--- config.mk ---
export PLATFORM = sky130hd
export DESIGN_NAME = vendor_input_cond_flat
export DESIGN_NICKNAME = d
export VERILOG_FILES = /design/src/rtl/vendor_pkg.sv /design/src/rtl/vendor_input_cond_if.sv /design/src/rtl/debounce_ch.sv /design/src/rtl/vendor_input_cond.sv /design/src/flat_wrapper.sv
export SDC_FILE = /design/constraint.sdc
export NUM_CORES = 1
export LEC_CHECK = 0
export BUFFER_PORTS_ARGS = -buffer_cell sky130_fd_sc_hd__clkbuf_2
export CAP_MARGIN = 20
export CORE_MARGIN = 10
export CORE_UTILIZATION = 49
export DETAILED_ROUTE_END_ITERATION = 7
export MAX_ROUTING_LAYER = met4
export PLACE_DENSITY = 0.75
export SLEW_MARGIN = 5
export SYNTH_ARGS = -nofsm -noshare
export SYNTH_HDL_FRONTEND = slang
export SYNTH_SLANG_ARGS = --single-unit
--- constraint.sdc ---
create_clock -name clk -period 1.2 [get_ports clk]
set_input_delay 0.06 -clock clk [delete_from_list [all_inputs] [get_ports clk]]
set_output_delay 0.06 -clock clk [all_outputs]
set_load 0.005 [all_outputs]
--- src/rtl/vendor_pkg.sv ---
// vendor_pkg: channel indices, channel count and default debounce length shared by vendor, its conditioner and benches
package vendor_pkg;
    localparam int CH_C = 0;
    localparam int CH_F = 1;
    localparam int CH_P = 2;
    localparam int NUM_CH = 3;
    localparam int DEB_CYCLES_DEF = 4;
    // Lowest-index set bit wins, so coin c beats coin f beats purchase p.
    function automatic logic [NUM_CH-1:0] prio_grant(input logic [NUM_CH-1:0] req);
        return req & (~req + NUM_CH'(1));
    endfunction
endpackage

--- src/rtl/vendor_input_cond_if.sv ---
// vendor_input_cond_if: raw button lines and enable in, one-hot event pulses and sticky drop flag out
interface vendor_input_cond_if;
    logic btn_c, btn_f, btn_p, en;
    logic c, f, p, drop_err;
    modport master (output btn_c, btn_f, btn_p, en, input c, f, p, drop_err);
    modport slave (input btn_c, btn_f, btn_p, en, output c, f, p, drop_err);
endinterface

--- src/rtl/debounce_ch.sv ---
// debounce_ch: two-flop synchroniser, debounce counter and stable level; rise_o marks the edge on which the level goes 0->1
module debounce_ch #(
    parameter int DEB_CYCLES = vendor_pkg::DEB_CYCLES_DEF,
    localparam int CNT_W = $clog2(DEB_CYCLES + 1)
) (
    input  logic clk,
    input  logic reset,
    input  logic raw_i,
    output logic rise_o
);
    logic [1:0] sync_q;
    logic lvl_q, lvl_d, flip;
    logic [CNT_W-1:0] cnt_q, cnt_d;
    always_comb begin
        flip = (sync_q[1] != lvl_q) && (cnt_q == CNT_W'(DEB_CYCLES - 1));
        cnt_d = (sync_q[1] == lvl_q || flip) ? '0 : cnt_q + CNT_W'(1);
        lvl_d = flip ? sync_q[1] : lvl_q;
        rise_o = flip && sync_q[1];
    end
    always_ff @(posedge clk or negedge reset) begin
        if (!reset) begin
            sync_q <= '0;
            cnt_q <= '0;
            lvl_q <= 1'b0;
        end else begin
            sync_q <= {sync_q[0], raw_i};
            cnt_q <= cnt_d;
            lvl_q <= lvl_d;
        end
    end
endmodule

--- src/rtl/vendor_input_cond.sv ---
// vendor_input_cond: debounces the c/f/p lines and serialises accepted presses into one-hot single-cycle pulses for vendor
module vendor_input_cond
    import vendor_pkg::*;
#(
    parameter int DEB_CYCLES = DEB_CYCLES_DEF
) (
    input logic clk,
    input logic reset,
    vendor_input_cond_if.slave bus
);
    logic [NUM_CH-1:0] raw, rise, gnt, pend_q, pend_d, out_q;
    logic drop_q, drop_d;
    assign raw[CH_C] = bus.btn_c;
    assign raw[CH_F] = bus.btn_f;
    assign raw[CH_P] = bus.btn_p;
    for (genvar i = 0; i < NUM_CH; i++) begin : g_ch
        debounce_ch #(.DEB_CYCLES(DEB_CYCLES)) u_deb (
            .clk(clk),
            .reset(reset),
            .raw_i(raw[i]),
            .rise_o(rise[i])
        );
    end
    // A rise only overflows when its pend bit stays set through this edge.
    always_comb begin
        gnt = bus.en ? prio_grant(pend_q) : '0;
        pend_d = (pend_q & ~gnt) | rise;
        drop_d = drop_q | (|(rise & pend_q & ~gnt));
    end
    always_ff @(posedge clk or negedge reset) begin
        if (!reset) begin
            pend_q <= '0;
            out_q <= '0;
            drop_q <= 1'b0;
        end else begin
            pend_q <= pend_d;
            out_q <= gnt;
            drop_q <= drop_d;
        end
    end
    assign bus.c = out_q[CH_C];
    assign bus.f = out_q[CH_F];
    assign bus.p = out_q[CH_P];
    assign bus.drop_err = drop_q;
endmodule
--- src/flat_wrapper.sv ---
// flat-port wrapper written by rule: the top's interface ports become plain ports
module vendor_input_cond_flat import vendor_pkg::*;
#(
    parameter int DEB_CYCLES = DEB_CYCLES_DEF
)
  (clk, reset, bus_btn_c, bus_btn_f, bus_btn_p, bus_en, bus_c, bus_f, bus_p, bus_drop_err);
  vendor_input_cond_if bus_i ();
  input logic clk;
  input logic reset;
  input wire logic [$bits(bus_i.btn_c)-1:0] bus_btn_c;
  input wire logic [$bits(bus_i.btn_f)-1:0] bus_btn_f;
  input wire logic [$bits(bus_i.btn_p)-1:0] bus_btn_p;
  input wire logic [$bits(bus_i.en)-1:0] bus_en;
  output wire logic [$bits(bus_i.c)-1:0] bus_c;
  output wire logic [$bits(bus_i.f)-1:0] bus_f;
  output wire logic [$bits(bus_i.p)-1:0] bus_p;
  output wire logic [$bits(bus_i.drop_err)-1:0] bus_drop_err;
  assign bus_i.btn_c = bus_btn_c;
  assign bus_i.btn_f = bus_btn_f;
  assign bus_i.btn_p = bus_btn_p;
  assign bus_i.en = bus_en;
  assign bus_c = bus_i.c;
  assign bus_f = bus_i.f;
  assign bus_p = bus_i.p;
  assign bus_drop_err = bus_i.drop_err;
  vendor_input_cond #(.DEB_CYCLES(DEB_CYCLES)) u_core (.clk(clk), .reset(reset), .bus(bus_i));
endmodule
---- Yosys cells after proc, flatten, opt, wreduce, memory -nomap -nowiden ----
Index checks and enable logic that the tools add are counted.
storage, ports and cells
  register bits ........................... 25
  bits of input ports ..................... 6
  output and inout port bits .............. 4
  logic and storage cells ................. 47
cells by class
  bitwise gates (word level) .............. 8
  reduce and logical (&&, ||, !) cells .... 10
  add/subtract/negate cells ............... 4
  multiplexer cells ....................... 4
  eq/ne operators ......................... 9
operator list
  operator                                              number
  adder 3 x 1 -> 3 bit (second input constant)          4
  AND 3 bit                                             4
  two-way mux 3 bit                                     4
  equality test 3 x 2 -> 1 bit (second input constant)  3
  logical AND 1 bit                                     6
  NOT 3 bit                                             2
  equality test 1 bit                                   3
  logical OR 1 bit                                      3
  inequality test 1 bit                                 3
  OR 3 bit                                              1
  OR reduction 3 bit                                    1
  OR 1 bit                                              1

---- Depth between registers and ports, before layout ----
Gate-level depths: netlist (run 1).
  depth after elaboration ................. 8
  gate-level depth with buffers ........... 5
  gate-level depth less buffers ........... 5

---- Modules after synthesis ----
From an unflattened synthesis (run 1), not the netlist that was laid out.
second synthesis, totals
  cells, all modules ...................... 72
  area, all modules ....................... 957.2 um2
by module, submodules not included
  module             cells an instance  times used  seq. area each (um2)  area an instance (um2)
  debounce_ch        17                 3           150.1                 226.5
  vendor_input_cond  21                 1           175.2                 277.8

---- Worst setup path before layout (run 1) ----
No wires, ideal clock.
  path kind ............................... register to register
  from .................................... register u_core.g_ch[2].u_deb.cnt_q[0]
  to ...................................... register u_core.drop_q (netlist: u_core.bus.drop_err)
  arrival ................................. 1.203 ns
  buffers on the path ..................... 0
  period minus slack after synthesis ...... 1.327 ns
  stages on the path, launching flop included .. 6
  setup time .............................. 0.124 ns
  required time ........................... 1.076 ns
  setup slack ............................. -0.127 ns
  cells stage by stage .................... dfrtp_1 -> ha_1 -> ha_1 -> nand4b_1 -> o31ai_1 -> a211o_1
between the ends
  cells in the longest elaborated chain, start to end .. 7
RTL lines
  what                          line                     RTL
  start: declaration            debounce_ch.sv:13        logic [CNT_W-1:0] cnt_q, cnt_d;
  start signal: assignment      debounce_ch.sv:27        cnt_q <= cnt_d;
  equality test 3 x 2 -> 1 bit  debounce_ch.sv:15        flip = (sync_q[1] != lvl_q) && (cnt_q == CNT_W'(DEB_CYCLES - 1));
  logical AND 1 bit             debounce_ch.sv:15
  logical AND 1 bit             debounce_ch.sv:18        rise_o = flip && sync_q[1];
  AND 3 bit (2 in series)       vendor_input_cond.sv:28  drop_d = drop_q | (|(rise & pend_q & ~gnt));
  OR reduction 3 bit            vendor_input_cond.sv:28
  OR 1 bit                      vendor_input_cond.sv:28
  net u_core.drop_d             vendor_input_cond.sv:12  logic drop_q, drop_d;
  end signal: assignment        vendor_input_cond.sv:38  drop_q <= drop_d;
  end: declaration              vendor_input_cond.sv:12
The timed path passes the listed nets, and every way through them passes these cells.
A chain may end at the register's enable or synchronous reset.

---- Worst setup path after layout (run 1) ----
Same ends and word-level chain as after synthesis.

==> results of run 1 <==
-- sequential cells by signal (all words and copies together) (netlist names) --
name,flops
u_core.g_ch.u_deb.cnt_q,9
u_core.out_q,3
u_core.bus.drop_err,1
u_core.g_ch.u_deb.lvl_q,3
u_core.g_ch.u_deb.sync_q,6
u_core.pend_q,3
-- logic make-up after synthesis --
kind of cell             Yosys count
AO/OA/AOI/OAI                     10
XOR/XNOR                           3
adder cells (fa/ha/maj)            6
buffers and inverters              9
flip-flops                        25
AND/OR/NAND/NOR                   23
-- cell usage after synthesis, drive strengths merged --
cell,count
nor2,9
o31ai,1
and2,2
ha,6
inv,9
nand4b,1
o32ai,1
xor2,3
or2b,1
nand2,4
o21ai,7
nor3b,1
nand2b,4
a211o,1
nor2b,1
dfrtp,25
-- layout by cell type, fill, tap and decap left out, types with 2 or more instances in the layout --
cell | netlist | routed
nor2_2 | 0 | 4
dfrtp_1 | 25 | 25
nor2_1 | 9 | 5
ha_2 | 0 | 2
nand2_1 | 4 | 3
clkbuf_2 | 0 | 9
nand2b_4 | 0 | 3
buf_4 | 0 | 3
o21ai_0 | 7 | 7
and2_1 | 2 | 2
dlygate4sd3_1 | 0 | 5
xor2_1 | 3 | 3
inv_1 | 9 | 9
ha_4 | 0 | 3
clkbuf_4 | 0 | 3
-- timing repair --
| action | 4_1_cts | 5_1_grt |
|---|---|---|
| buffers inserted | 1 | 2 |
| endpoints found under the setup margin | 3 | 7 |
| resized for setup | 4 | 9 |
| pin swaps | 2 | 9 |
| endpoints found under the hold margin | 29 | 0 |
| hold buffers | 5 | 0 |
-- per-layer routing --
layer,global-route usage (%),part of all wire [%],up-vias
met1,8.857,43,283
met2,12.19,50,12
met5,-,0,-
met3,3.310,5.2,4
met4,2.732,1.5,0
li1,-,-,290
-- path summary, 6_finish.rpt --
| kind | from | to | slack, ns | depth (start not counted) |
|---|---|---|---|---|
| max | u_core.g_ch[2].u_deb.cnt_q[0]$_DFF_PN0_ | u_core.bus.drop_err$_DFF_PN0_ | -0.14 | 5 |
| min | reset | u_core.g_ch[0].u_deb.lvl_q$_DFFE_PN0N_ | 0.27 | 2 |
| max reg2reg | u_core.g_ch[2].u_deb.cnt_q[0]$_DFF_PN0_ | u_core.bus.drop_err$_DFF_PN0_ | -0.14 | 5 |
| min reg2reg | u_core.g_ch[1].u_deb.sync_q[0]$_DFF_PN0_ | u_core.g_ch[1].u_deb.sync_q[1]$_DFF_PN0_ | 0.36 | 0 |
| max in group asynchronous | reset | u_core.g_ch[2].u_deb.sync_q[1]$_DFF_PN0_ | 0.55 | 2 |
| min in group clk | u_core.g_ch[1].u_deb.sync_q[0]$_DFF_PN0_ | u_core.g_ch[1].u_deb.sync_q[1]$_DFF_PN0_ | 0.36 | 0 |
-- final cells by class --
| cell class | count | share of cell area (%) |
|---|---|---|
| Sequential cell | 25 | 51.60 |
| Multi-Input combinational cell | 42 | 30.13 |
| Timing Repair Buffer | 18 | 10.63 |
| Inverter | 9 | 2.786 |
| Tap cell | 25 | 2.580 |
| Clock buffer | 3 | 1.858 |
| Clock inverter | 1 | 0.4128 |
-- power by group --
part / internal, mW / switching (mW)
combinational: 0.356 / 0.331
sequential: 1.04 / 0.141
clock: 0.124 / 0.227
-- through the flow --
| stage | hold slack [ns] | power, mW | util (%) | setup slack (ns) | std cells |
|---|---|---|---|---|---|
| 6_report | 0.2680 | 2.216 | 68.72 | -0.1415 | 123 |
| 2_1_floorplan | -0.2356 | 1.489 | - | -0.03810 | 76 |
| 5_1_grt | 0.2947 | 2.415 | 68.72 | -0.1957 | 123 |
| 3_3_place_gp | 0.08864 | 1.598 | 59.15 | -0.07800 | 111 |
| 3_5_place_dp | 0.08335 | 1.638 | 59.15 | -0.1287 | 111 |
| 4_1_cts | 0.2778 | 2.065 | 65.11 | -0.1179 | 121 |
-- worst max-delay path: cells and delay by family, from the launching register on --
kind	cells	cell delay, ns
DFF	1	0.43
AOI/OAI and AO/OA	2	0.36
adders and majority gates	2	0.33
and+or+nand+nor	1	0.14
==> qor.yml, run 1 <==
grt_pass1_wl_mm: 2.601
synthDominantCellAreaShare_pct: 66.58
placed_area_um2: 1044
h-tree-depth: 1
synth_adder_area_share_pct: 7.989
cp.arrival_ns: 1.55
area_growth_pct: 29.03
yosysTopAreaCell: "dfrtp_1"
coreArea_um2: 1764
hp-class: "in2async"
path_clk_slew_ns: 0.13
tns_ns: -0.1477
via_per_inst: 4.789
die_y_um: 63.79
synth-compound-area-share_pct: 6.391
rsz0062_at_grt: "yes"
muxShareOfSynthArea_pct: 0
worstSetupStartpointType: "flop"
finalHoldViolCount: 0
place_congestion: 0.7584
ant_nets: 0
outcome: "complete, but fails checks"
synth-xor-area-share_pct: 2.796
initial_core_util_pct: 53.26
syn_area_per_cell_um2: 12.36
dr.pass1.iters: 3
die_width_um: 63.79
period_needed_ns: 1.341
failed_checks: "setup timing"
drv_slew: 0
tightestPinTransition_ns: 0.5830
synthesis.area_um2: 939.7
place_hpwl_mm: 1.007
yosysWarnings: 0
end_kind: "flop"
grt_overflow: 0
vias: 589
synthSimpleGateAreaFrac_pct: 12.65
grt_max_degree: 26
slew-limit-headroom_pct: 61.13
first_iter_violations: 1
worstPathCellList: "ha_4 > ha_4 > nand4b_1 > o31ai_1 > a211o_1"
grt_usage_pct: 7.845
skew_ns: 0.006537
numClockSinks: 25
pwr_density_cell_nw_per_um2: 1828
routed_wl_mm: 1.524
maxCapViolCount: 0
post-route-period-util_pct: 111.8
finalSetupViolations: 2
fmax_ghz: 0.7455
ys_top_cells_by_area: "dfrtp_1 67%, ha_1 8.0%, o21ai_0 3.7%, inv_1 3.6%, nor2_1 3.6%"
rows: 15
clk_path_buf_depth: 2
multi_input_area_um2: 365.4
antenna_found_initial: 0
fillers: 145
dieArea_um2: 4069
cts_root_buffer: "clkbuf_4"
cellLeakagePower_nw: 0.5764
syn_nets: 88
regArea_um2: 625.6
drive_gt1_share_pct: 32.65
seq_area_frac_synth_pct: 66.58
cts_buffers: 3
critPathMaxStageDelay_ns: 0.43
ys_ff_latch: 25
vdd_ir_drop_max_mv: 1.031
cts_tree: "done"
clk-insertion-delay-late_ns: 0.30
synth_top_family_by_area: "simple AND/OR/NAND/NOR gates"
crit_type: "reg2reg"
io-pin-count: 10
drcViolationCount: 0
crit_slowest_cell: "dfrtp_1"
antenna_cells: 0
portBuffers: 9
stdcell_area_um2: 1212
grt_pass1_vias: 628
ys_types: 16
design.final.nets: 111
critPathRequiredTime_ns: 1.41
postSynthCellCount: 76
post_drt_wl_per_cell_um: 12.39
fin_ws_ns: -0.1415
worstPathMaxFanout: 2
critical_path.most_common_cell: "ha_4"
(Power assumes the default switching activity.)
==> run 2: changes to the inputs <==
==> constraint.sdc (replaced) <==
create_clock -name clk -period 1.1 [get_ports clk]
set_input_delay 0.055 -clock clk [delete_from_list [all_inputs] [get_ports clk]]
set_output_delay 0.055 -clock clk [all_outputs]
set_load 0.005 [all_outputs]
==> run 2 against run 1 <==
Against the previous run:
- the flow still finishes with violations (setup timing)
- fmax shrank 0.20%
- critical endpoint unchanged
- first-iteration DRC count grew to 6.0 times the previous value
- final area grew 5.4%
- largest power group unchanged
- sequential power grew 11%
==> qor.yml, run 2 (same netlist as run 1, synthesis figures left out) <==
cp.arrival_ns: 1.55  # about the same
fillers: 128  # -12%
worstPathCellList: "ha_4 > ha_4 > nand4b_1 > o31ai_1 > a211o_1"
p_sw_mw: 0.9044  # +30%
die_y_um: 63.79  # unchanged
cts_tree: "done"
timing.critical_path.buf_inv: 0  # unchanged
finalHoldViolCount: 0  # unchanged
place_ws_ns: -0.2287  # -0.1000 ns
p_comb_share_pct: 36.4  # +5.4 points
skew_ns: 0.003007  # -0.003530 ns
path_delay_family: "flip-flops"
tns_ns: -0.8038  # -0.6561 ns
hold_ws_ns: 0.2619  # -0.006135 ns
antenna_found_initial: 0  # unchanged
dr.pass1.iters: 4  # +1
routed_wl_mm: 1.657  # +8.7%
utilization_pct: 72.41  # +3.7 points
rows: 15  # unchanged
largest_reg_flops: 9  # unchanged
drive_gt1_share_pct: 40.00  # +7.3 points
first_iter_violations: 6  # +5
drcViolationCount: 0  # unchanged
final_common_cell: "dfrtp_1"
pwr_density_cell_nw_per_um2: 2093  # +15%
grt_pass1_vias: 661  # +5.3%
ant_nets: 0  # unchanged
top_register: "u_core.g_ch.u_deb.cnt_q"
p_int_mw: 1.770  # +17%
crit_type: "reg2reg"
critPathMaxStageDelay_ns: 0.44  # about the same
drv_slew: 0  # unchanged
place_inst: 111  # unchanged
worstPathMaxFanout: 2  # unchanged
clk_path_buf_depth: 2  # unchanged
place_hpwl_mm: 1.006  # about the same
outcome: "complete, but fails checks"
cp.depth: 5  # unchanged
tightestPinTransition_ns: 0.5885  # +0.005537 ns
path_clk_slew_ns: 0.13  # about the same
crit_slowest_cell: "dfrtp_1"
vias: 603  # +2.4%
ff2ff_path_depth: 5  # unchanged
place_congestion: 0.7583  # about the same
design.final.nets: 113  # +1.8%
grt_usage_pct: 8.214  # +0.37 points
hp-class: "in2async"
slew-limit-headroom_pct: 60.77  # -0.37 points
numClockSinks: 25  # unchanged
grt_pass1_wl_mm: 2.691  # +3.5%
grt_max_degree: 26  # unchanged
via_per_inst: 4.824  # +0.74%
period_needed_ns: 1.344  # +0.002737 ns
maxCapViolCount: 0  # unchanged
critical_path.most_common_cell: "ha_4"
portBuffers: 9  # unchanged
fin_ws_ns: -0.2442  # -0.1027 ns
antenna_cells: 0  # unchanged
initial_core_util_pct: 53.26  # unchanged
critPathRequiredTime_ns: 1.31  # -0.10 ns
p_seq_share_pct: 49.0  # -4.2 points
finalSetupViolations: 9  # +7
coreArea_um2: 1764  # unchanged
fmax_ghz: 0.7439  # -0.20%
p_sw_share_pct: 33.82  # +2.3 points
cts_root_buffer: "clkbuf_4"
io-pin-count: 10  # unchanged
worstSetupStartpointType: "flop"
placed_area_um2: 1044  # unchanged
power.total_mw: 2.674  # +21%
multi_input_area_um2: 415.4  # +14%
regArea_um2: 625.6  # unchanged
top_regs: "u_core.g_ch.u_deb.cnt_q x9, u_core.g_ch.u_deb.sync_q x6"
rsz0062_at_grt: "yes"
final_cells: 125  # +1.6%
dieArea_um2: 4069  # unchanged
post-route-period-util_pct: 122.2  # +10 points
h-tree-depth: 1  # unchanged
cts_buffers: 3  # unchanged
area_growth_pct: 35.95
die_width_um: 63.79  # unchanged
post_drt_wl_per_cell_um: 13.26  # +7.0%
clock_power_share_pct: 14.5  # -1.3 points
failed_checks: "setup timing"
vdd_ir_drop_max_mv: 1.316  # +28%
grt_overflow: 0  # unchanged
stdcell_area_um2: 1277  # +5.4%
layout_common_cells: "25 x dfrtp_1, 9 x inv_1, 9 x clkbuf_2"
end_kind: "flop"
cellLeakagePower_nw: 0.5911  # +2.5%
clk-insertion-delay-late_ns: 0.31  # about the same
[run 2: changes by cell type in the layout (fill, tap and decap cells not counted), moves of 2 or more]
cell,before,now
nor2_1,5,1
nor2_4,0,3
o21ai_0,7,4
o21ai_1,0,3
buf_4,3,5
ha_4,3,5
[run 2: area by class of cell]
class,count,area share (%)
Clock buffer,3,1.763
Multi-Input combinational cell,42,32.52
Sequential cell,25,48.97
Inverter,9,2.644
Tap cell,25,2.449
Timing Repair Buffer,20,11.26
Clock inverter,1,0.3918
[run 2: power by group through the flow]
| stage | clock (mW) | sequential [mW] | combinational, mW |
|---|---|---|---|
| 3_5_place_dp | 0 | 1.29 | 0.501 |
| 4_1_cts | 0.401 | 1.27 | 0.744 |
| 6_report | 0.389 | 1.31 | 0.974 |
| 3_3_place_gp | 0 | 1.27 | 0.474 |
| 2_1_floorplan | 0 | 1.26 | 0.369 |
| 5_1_grt | 0.454 | 1.34 | 1.09 |
[run 2: per-layer routing]
metal | track usage [%] | up-vias | wire (um)
met2 | 14.05 | 12 | 873
met1 | 8.445 | 298 | 708
met3 | 3.310 | 0 | 76
met5 | - | - | 0
li1 | - | 293 | -
met4 | 2.459 | 0 | 0
[run 2: final timing paths]
path,startpoint,endpoint,slack [ns]
max in group asynchronous,reset,u_core.g_ch[1].u_deb.sync_q[1]$_DFF_PN0_,0.45
setup reg to reg,u_core.g_ch[2].u_deb.cnt_q[0]$_DFF_PN0_,u_core.bus.drop_err$_DFF_PN0_,-0.24
hold reg to reg,u_core.g_ch[1].u_deb.sync_q[0]$_DFF_PN0_,u_core.g_ch[1].u_deb.sync_q[1]$_DFF_PN0_,0.36
hold / removal,reset,u_core.out_q[2]$_DFF_PN0_,0.26
min in group clk,u_core.g_ch[1].u_deb.sync_q[0]$_DFF_PN0_,u_core.g_ch[1].u_deb.sync_q[1]$_DFF_PN0_,0.36
setup / recovery,u_core.g_ch[2].u_deb.cnt_q[0]$_DFF_PN0_,u_core.bus.drop_err$_DFF_PN0_,-0.24
[run 2: what timing repair did]
item	in CTS	in global routing
resized for setup	16	11
endpoints found under the hold margin	29	0
buffers inserted	3	2
cloned	0	0
hold buffers	5	0
pin swaps	5	10
endpoints found under the setup margin	12	14
==> run 3: changes to the inputs <==
--- a/config.mk
+++ b/config.mk
@@ -11,7 +11,7 @@
 export CORE_UTILIZATION = 49
 export DETAILED_ROUTE_END_ITERATION = 7
 export MAX_ROUTING_LAYER = met4
-export PLACE_DENSITY = 0.75
+export PLACE_DENSITY_LB_ADDON = 0.2
 export SLEW_MARGIN = 5
 export SYNTH_ARGS = -nofsm -noshare
 export SYNTH_HDL_FRONTEND = slang
==> run 3 against run 2 <==
Against the previous run:
- the run still ends with setup timing left
- combinational power is 22% lower
- critical path depth stayed put
- largest cell class unchanged
- sequential power hardly changed
- die area stayed put
==> qor.yml, run 3 (same netlist as run 1, synthesis figures left out) <==
outcome: "complete, but fails checks"
failed_checks: "setup timing"
maxCapViolCount: 0  # unchanged
finalSetupViolations: 1  # -8
coreArea_um2: 1764  # unchanged
largest_reg_flops: 9  # unchanged
power.total_mw: 2.462  # -7.9%
design.final.nets: 109  # -3.5%
place_ws_ns: -0.2237  # +0.005008 ns
clk_path_buf_depth: 2  # unchanged
slew-limit-headroom_pct: 60.80  # about the same
r2r-start: "u_core.g_ch[2].u_deb.cnt_q[0]$_DFF_PN0_"
grt_overflow: 0  # unchanged
drcViolationCount: 0  # unchanged
r2r_slack_ns: -0.19  # +0.05 ns
top_regs: "u_core.g_ch.u_deb.cnt_q x9, u_core.g_ch.u_deb.sync_q x6"
multi_input_area_um2: 372.9  # -10%
routed_wl_mm: 1.519  # -8.3%
path_delay_family: "flip-flops"
hp-class: "in2async"
grt_usage_pct: 7.630  # -0.58 points
post_drt_wl_per_cell_um: 12.55  # -5.3%
first_iter_violations: 9  # +3
worstPathMaxFanout: 4  # +2
cts_tree: "done"
rows: 15  # unchanged
antenna_found_initial: 0  # unchanged
post-route-period-util_pct: 117.3  # -4.9 points
portBuffers: 9  # unchanged
numClockSinks: 25  # unchanged
drive_gt1_share_pct: 32.29  # -7.7 points
vias: 566  # -6.1%
period_needed_ns: 1.290  # -0.05371 ns
final_common_cell: "dfrtp_1"
clk-insertion-delay-late_ns: 0.31  # about the same
cellLeakagePower_nw: 0.5607  # -5.1%
rsz0062_at_grt: "yes"
layout_common_cells: "25 x dfrtp_1, 9 x inv_1, 9 x clkbuf_2"
finalHoldViolCount: 0  # unchanged
initial_core_util_pct: 53.26  # unchanged
regArea_um2: 625.6  # unchanged
place_congestion: 0.7017  # -7.5%
worstPathCellList: "ha_2 > ha_4 > nand4b_1 > o31ai_1 > a211o_1"
worstSetupStartpointType: "flop"
timing.critical_path.buf_inv: 0  # unchanged
fillers: 143  # +12%
cts_buffers: 3  # unchanged
ant_nets: 0  # unchanged
die_width_um: 63.79  # unchanged
vdd_ir_drop_max_mv: 1.155  # -12%
fmax_ghz: 0.7749  # +4.2%
dieArea_um2: 4069  # unchanged
path_clk_slew_ns: 0.15  # +0.02 ns
via_per_inst: 4.678  # -3.0%
area_growth_pct: 28.10
crit_type: "reg2reg"
cp.arrival_ns: 1.51  # -0.04 ns
crit_slowest_cell: "dfrtp_1"
dr.pass1.iters: 3  # -1
r2r_end: "u_core.bus.drop_err$_DFF_PN0_"
drv_slew: 0  # unchanged
h-tree-depth: 1  # unchanged
antenna_cells: 0  # unchanged
io-pin-count: 10  # unchanged
pwr_density_cell_nw_per_um2: 2045  # -2.3%
tightestPinTransition_ns: 0.5880  # -0.0005103 ns
end_kind: "flop"
grt_pass1_vias: 603  # -8.8%
skew_ns: 0.01232  # +0.009311 ns
fin_ws_ns: -0.1905  # +0.05371 ns
cts_root_buffer: "clkbuf_4"
grt_pass1_wl_mm: 2.477  # -8.0%
place_hpwl_um: 958.5  # -4.8%
critPathRequiredTime_ns: 1.32  # about the same
ff2ff_path_depth: 5  # unchanged
die_y_um: 63.79  # unchanged
top_register: "u_core.g_ch.u_deb.cnt_q"
critPathMaxStageDelay_ns: 0.41  # -0.03 ns
grt_max_degree: 26  # unchanged
==> run 3: cell types whose count changed in the layout (fill, tap and decap cells not counted), moves of 2 or more <==
cell	previous run	this run
buf_4	5	2
o21ai_1	3	0
o21ai_0	4	7
nor2_1	1	4
nor2_4	3	1
==> run 3: worst max path at each step <==
stage / depth (start not counted) / from / to / slack, ns
after CTS: 5 / u_core.g_ch[2].u_deb.cnt_q[0]$_DFF_PN0_ / u_core.bus.drop_err$_DFF_PN0_ / -0.21
after floorplan: 5 / u_core.g_ch[2].u_deb.cnt_q[0]$_DFF_PN0_ / u_core.bus.drop_err$_DFF_PN0_ / -0.14
after global routing: 5 / u_core.g_ch[2].u_deb.cnt_q[0]$_DFF_PN0_ / u_core.bus.drop_err$_DFF_PN0_ / -0.24
final: 5 / u_core.g_ch[2].u_deb.cnt_q[0]$_DFF_PN0_ / u_core.bus.drop_err$_DFF_PN0_ / -0.19
after detailed placement: 5 / u_core.g_ch[0].u_deb.cnt_q[0]$_DFF_PN0_ / u_core.bus.drop_err$_DFF_PN0_ / -0.22
after global placement: 5 / u_core.g_ch[0].u_deb.cnt_q[0]$_DFF_PN0_ / u_core.bus.drop_err$_DFF_PN0_ / -0.19
==> run 3: power breakdown <==
part	leakage [nW]	switching [mW]	total, mW	internal [mW]
Sequential	0.321	0.155	1.29	1.13
Combinational	0.226	0.377	0.760	0.383
Clock	0.0139	0.276	0.415	0.138
==> run 3: repair_timing <==
action,CTS,global route
pin swaps,4,4
gates resized for setup,4,11
setup endpoints to repair,8,15
gates cloned,0,0
hold buffers,5,0
buffers inserted,1,1
hold endpoints to repair,29,0
==> run 3: through the flow <==
stage | area [um^2] | TNS (ns) | utilization (%) | cells | hold WS (ns)
after global routing | 1204 | -0.5045 | 68.23 | 121 | 0.2934
after detailed placement | 1036 | -0.2437 | 58.72 | 110 | 0.08669
after CTS | 1144 | -0.2298 | 64.82 | 120 | 0.2733
after global placement | 1036 | -0.1914 | 58.72 | 110 | 0.08244
final | 1204 | -0.1905 | 68.23 | 121 | 0.2679
after floorplan | 959.7 | -0.1381 | - | 76 | -0.2406
==> run 3: cell type report <==
| type | instances | share of cell area [%] |
|---|---|---|
| clock inverters | 1 | 0.6237 |
| inverters | 9 | 2.807 |
| well taps | 25 | 2.599 |
| flip-flops and latches | 25 | 51.98 |
| clock buffers | 3 | 1.871 |
| repair buffers | 16 | 9.148 |
| multi-input cells | 42 | 30.98 |
==> run 3: routing by layer <==
metal  global-route usage, %  vias up  routed length [um]
li1                        -      282                   -
met1                   8.256      270                 702
met2                   11.94       12                 724
met3                   3.310        2                  80
met4                   3.279        0                  12
met5                       -        -                   0
